==> src/rtl/rr_arbiter4.sv <==
// Four-requester round-robin arbiter with registered one-hot grant,
// encoded grant index and grant-valid flag. An owner keeps the grant
// while it requests; a hold limit forces rotation when others wait.
module rr_arbiter4 #(
  parameter int unsigned MAX_HOLD = 8
) (
  input  logic       clk,
  input  logic       rst_n,
  input  logic [3:0] req,
  output logic [3:0] gnt,
  output logic [1:0] gnt_idx,
  output logic       gnt_valid
);

  localparam logic [0:0] ST_IDLE  = 1'b0;
  localparam logic [0:0] ST_GRANT = 1'b1;

  // Last hold count before a waiting requester takes over.
  localparam logic [7:0] HOLD_LAST = 8'(MAX_HOLD - 1);

  logic [0:0] state_q,    state_d;
  logic [1:0] ptr_q,      ptr_d;
  logic [7:0] hold_cnt_q, hold_cnt_d;
  logic [3:0] gnt_q,      gnt_d;
  logic [1:0] gnt_idx_q,  gnt_idx_d;
  logic       gnt_vld_q,  gnt_vld_d;

  logic [1:0] owner;
  logic [3:0] others;
  logic [2:0] first_hit;
  logic [2:0] next_hit;

  // One-hot decode of a 2-bit index.
  function automatic logic [3:0] onehot(input logic [1:0] i);
    return 4'b0001 << i;
  endfunction

  // Circular scan from start index s; result is {found, index}.
  // Scanned from the farthest offset down so the nearest hit wins.
  function automatic logic [2:0] search(input logic [3:0] r, input logic [1:0] s);
    logic [2:0] res;
    logic [1:0] idx;
    res = 3'b000;
    for (int k = 3; k >= 0; k--) begin
      idx = s + 2'(k);
      if (r[idx]) res = {1'b1, idx};
    end
    return res;
  endfunction

  // Candidate selection shared by the IDLE and GRANT paths.
  always_comb begin
    owner     = gnt_idx_q;
    others    = req & ~onehot(gnt_idx_q);
    first_hit = search(req, ptr_q);
    next_hit  = search(others, gnt_idx_q + 2'd1);
  end

  // Next-state logic for the grant FSM, pointer and hold counter.
  always_comb begin
    state_d    = state_q;
    ptr_d      = ptr_q;
    hold_cnt_d = hold_cnt_q;
    gnt_d      = gnt_q;
    gnt_idx_d  = gnt_idx_q;
    gnt_vld_d  = gnt_vld_q;

    case (state_q)
      ST_IDLE: begin
        if (first_hit[2]) begin
          gnt_d      = onehot(first_hit[1:0]);
          gnt_idx_d  = first_hit[1:0];
          gnt_vld_d  = 1'b1;
          hold_cnt_d = 8'd0;
          state_d    = ST_GRANT;
        end
      end

      ST_GRANT: begin
        if (!req[owner]) begin
          // Owner let go: pass straight to the next waiter, never back to owner.
          ptr_d      = owner + 2'd1;
          hold_cnt_d = 8'd0;
          if (next_hit[2]) begin
            gnt_d     = onehot(next_hit[1:0]);
            gnt_idx_d = next_hit[1:0];
            gnt_vld_d = 1'b1;
          end else begin
            gnt_d     = 4'b0000;
            gnt_vld_d = 1'b0;
            state_d   = ST_IDLE;
          end
        end else if (others != 4'b0000) begin
          if (hold_cnt_q >= HOLD_LAST) begin
            // Hold limit reached with someone waiting: force rotation.
            gnt_d      = onehot(next_hit[1:0]);
            gnt_idx_d  = next_hit[1:0];
            gnt_vld_d  = 1'b1;
            ptr_d      = owner + 2'd1;
            hold_cnt_d = 8'd0;
          end else begin
            hold_cnt_d = hold_cnt_q + 8'd1;
          end
        end else begin
          // Sole requester: no pressure to rotate, counter stays cleared.
          hold_cnt_d = 8'd0;
        end
      end

      default: begin
        state_d    = ST_IDLE;
        gnt_d      = 4'b0000;
        gnt_vld_d  = 1'b0;
        hold_cnt_d = 8'd0;
      end
    endcase
  end

  // State registers with asynchronous active-low reset.
  always_ff @(posedge clk or negedge rst_n) begin
    if (!rst_n) begin
      state_q    <= ST_IDLE;
      ptr_q      <= 2'd0;
      hold_cnt_q <= 8'd0;
      gnt_q      <= 4'b0000;
      gnt_idx_q  <= 2'd0;
      gnt_vld_q  <= 1'b0;
    end else begin
      state_q    <= state_d;
      ptr_q      <= ptr_d;
      hold_cnt_q <= hold_cnt_d;
      gnt_q      <= gnt_d;
      gnt_idx_q  <= gnt_idx_d;
      gnt_vld_q  <= gnt_vld_d;
    end
  end

  assign gnt       = gnt_q;
  assign gnt_idx   = gnt_idx_q;
  assign gnt_valid = gnt_vld_q;

endmodule

==> config.mk <==
export PLATFORM = sky130hd
export DESIGN_NAME = rr_arbiter4
export DESIGN_NICKNAME = d
export VERILOG_FILES = /design/src/rtl/rr_arbiter4.sv
export SDC_FILE = /design/constraint.sdc
export NUM_CORES = 1
export LEC_CHECK = 0
export ABC_AREA = 1
export CORE_ASPECT_RATIO = 1.5
export CORE_MARGIN = 2
export CORE_UTILIZATION = 45
export CTS_CLUSTER_DIAMETER = 40
export CTS_CLUSTER_SIZE = 25
export DETAILED_ROUTE_END_ITERATION = 8
export PLACE_DENSITY = 0.65
export SYNTH_ARGS = -nofsm -noshare
export SYNTH_HDL_FRONTEND = slang
export SYNTH_SLANG_ARGS = --single-unit
==> constraint.sdc <==
create_clock -name clk -period 2.83 [get_ports clk]
set_clock_uncertainty 0.1 [all_clocks]
set_input_delay 0.849 -clock clk [delete_from_list [all_inputs] [get_ports clk]]
set_output_delay 0.849 -clock clk [all_outputs]
set_load 0.01 [all_outputs]
==> results of run 1 <==
## power by group through the flow
stage / clock network [mW] / registers, mW / logic [mW]
after detailed placement: 0 / 0.465 / 1.38
after CTS: 0.214 / 0.459 / 1.39
after floorplan: 0 / 0.447 / 1.06
after global placement: 0 / 0.460 / 1.35
after global routing: 0.220 / 0.475 / 1.58
final: 0.207 / 0.460 / 1.37
## final cells by class
cell class / instances / area share (%)
Sequential cell: 18 / 28.6
Multi-Input combinational cell: 159 / 50.1
Inverter: 26 / 6.19
Clock buffer: 4 / 3.49
Tap cell: 39 / 3.10
Timing Repair Buffer: 14 / 8.57
## cells by family (layout without fill, tap and decap cells)
kind of cell / count (synthesis) / in the layout / synth area share, %
flops: 18 / 18 / 33.1
xor+xnor: 2 / 2 / 1.84
fa+ha+maj: 5 / 5 / 4.60
buf+inv: 29 / 44 / 8.91
compound gates: 18 / 18 / 7.35
simple gates: 134 / 134 / 44.2
## registers in the layout, indices dropped and copies added, names as in the netlist
register,count
state_q,1
ptr_q,2
gnt_valid,1
gnt_idx,2
hold_cnt_q,8
gnt,4
## metal layers
layer	up-vias	global-route usage, %
met4	0	7.30
met2	24	37.7
met5	-	0
met3	4	1.67
li1	678	-
met1	573	22.2
## metrics by stage
step | cells | area, um2 | setup slack, ns
6_report | 260 | 1580 | 0.424
5_1_grt | 260 | 1580 | 0.249
4_1_cts | 260 | 1580 | 0.429
3_5_place_dp | 256 | 1520 | 0.184
3_3_place_gp | 256 | 1520 | 0.195
2_1_floorplan | 206 | 1360 | 0.850
## layout by cell type, fill, tap and decap left out
master | Yosys | routed
a21oi_1 | 9 | 9
a22o_1 | 1 | 1
and2_4 | 1 | 1
buf_4 | 1 | 2
clkbuf_8 | 0 | 4
clkdlybuf4s50_1 | 0 | 12
dfrtp_1 | 18 | 18
ha_1 | 5 | 5
inv_1 | 20 | 20
inv_2 | 6 | 6
nand2_1 | 65 | 65
nand2_2 | 6 | 6
nand3_1 | 21 | 21
nand3_2 | 2 | 2
nand4_1 | 4 | 4
nand4_4 | 1 | 1
nor2_1 | 29 | 29
nor2_2 | 4 | 4
o21a_1 | 1 | 1
o21ai_0 | 2 | 2
o21ai_1 | 4 | 4
o21ai_2 | 1 | 1
or2_2 | 1 | 1
xnor2_1 | 1 | 1
xor2_2 | 1 | 1
## final timing paths
kind | startpoint | to | depth (start not counted) | slack [ns]
max in group asynchronous | rst_n | state_q | 2 | 1.60
min in group asynchronous | rst_n | gnt[0] | 2 | 0.82
worst max register to register | gnt_idx[0] | gnt_idx[0] | 12 | 0.46
worst min-delay path | hold_cnt_q[7] | hold_cnt_q[7] | 2 | 0.39
worst min register to register | hold_cnt_q[7] | hold_cnt_q[7] | 2 | 0.39
worst max-delay path | req[3] | gnt_idx[0] | 13 | 0.42
## critical path: cells and delay by family
family / cells / cell delay (ns)
AOI/OAI and AO/OA: 3 / 0.33
buffers and inverters: 3 / 0.76
and+or+nand+nor: 7 / 0.52
==> results.ini, run 1 <==
[drt]
first_pass_iters = 4
drtIter0Drc = 22
wl_per_cell_um = 11.6
met2_wirelength_um = 1630
highest_layer = met4
detail_route.wirelength.met1_um = 1260
drc_errors = 0
viasPerCell = 4.92
dr_wl_met3_um = 85
finalWirelength_um = 3010
vias = 1279
final_antenna_net_count = 0

[timing]
drv_slew = 0
setup_violations = 0
fmax_mhz = 416
period_needed_ns = 2.41
fin_tns_setup_ns = 0
max_slew_margin_pct = 75.0
rsz0062_at_grt = no
worst_pin_slew_ns = 0.375
final_hold_viol_count = 0
period_share_pct = 85.0
whs_ns = 0.393

[clock_tree]
clock_sinks = 18
cts_made_buffers = 3
insertion_delay_ns = 0.25
cts_tree = done
clk_path_buf_depth = 2
cts_resized = 0
path_clk_slew_ns = 0.06
htreeDepth = 1
cts_setup_buffers = 0
clock-root-buffer = clkbuf_8
cts_hold_buf = 0

[critical_path]
startpoint_type = input port
critical_path_class = in2reg
cpMostUsedCell = nand2_2
arrival_ns = 2.47
cp_slowest_cell = clkdlybuf4s50_1
cp_cell_sequence = clkdlybuf4s50_1 -> inv_1 -> o21ai_1 -> nand2_1 -> o21ai_2 -> inv_2 -> nand2_2 -> nand2_2 -> nand2_2 -> nand2_2 -> nand2_1 -> nand2_1 -> o21ai_1
crit_path_max_incr_delay_ns = 0.59
crit_fanout = 6
endpoint_kind = flop
required_ns = 2.90

[power_and_ir_drop]
p_comb_share_pct = 67.3
p_total_mw = 2.04
p_switching_mw = 1.04
peakVddDrop_mv = 0.615
p_per_area_mw_per_mm2 = 1300
internal_power_mw = 0.998
leakage_nw = 0.825
p_sw_share_pct = 51.1
clockPowerShare_pct = 10.1
power_frac_seq_pct = 22.5

[layout]
area_delta_synth_final_pct = 15.8
drive_above_1_share_pct = 13.1
multi_input_area_um2 = 790
seqCellArea_um2 = 450
antenna_cells = 0
fill_cells = 309
final_util_pct = 54.7
num-nets-final = 233

[global_routing]
first_global_vias = 1301
grt_start_max_net_pins = 19
grt_pass1_wl_um = 5450
grt.overflow.total = 0
antenna_found_initial = 0
grtUsageTotal_pct = 19.6

[status]
status = finished clean

[synth]
synth_area_mm2 = 0.00136
synth_common_cells = 65 x nand2_1, 29 x nor2_1, 21 x nand3_1
ys_types = 25
ys_seq_area_share_pct = 33.1
synth_area_leaders = dfrtp_1 33%, nand2_1 18%, nor2_1 8.0%
synth_area_per_cell_um2 = 6.61
synth_edf_count = 0
syn_inst = 206
yosys.area.top_type = dfrtp_1
synth_top_cell_area_share_pct = 33.1
synth_nets = 217
synth_warnings = 0
synth_most_common_cell = nand2_1
synth_seq_cells = 18
synthFlopType = dfrtp_1
async_flop_share_pct = 100

[hold_path]
worstHoldPathType = reg2reg

[die]
start_util_pct = 47.2
rows = 24
core_mm2 = 0.00288
io-pin-count = 13
dieArea_mm2 = 0.00349
fp.dieH_um = 71.4
die_w_um = 48.9

[job]
cap_violations = 0

[placement]
io_buffers = 12
gp_congestion = 0.791
place_hpwl_um = 2410

(Power assumes the default switching activity.)
==> run 2: changes to the inputs <==
Settings changed: TNS_END_PERCENT from default to 100.
==> results of run 2 <==
No change in the layout: final DEF, timing and power equal those of run 1.
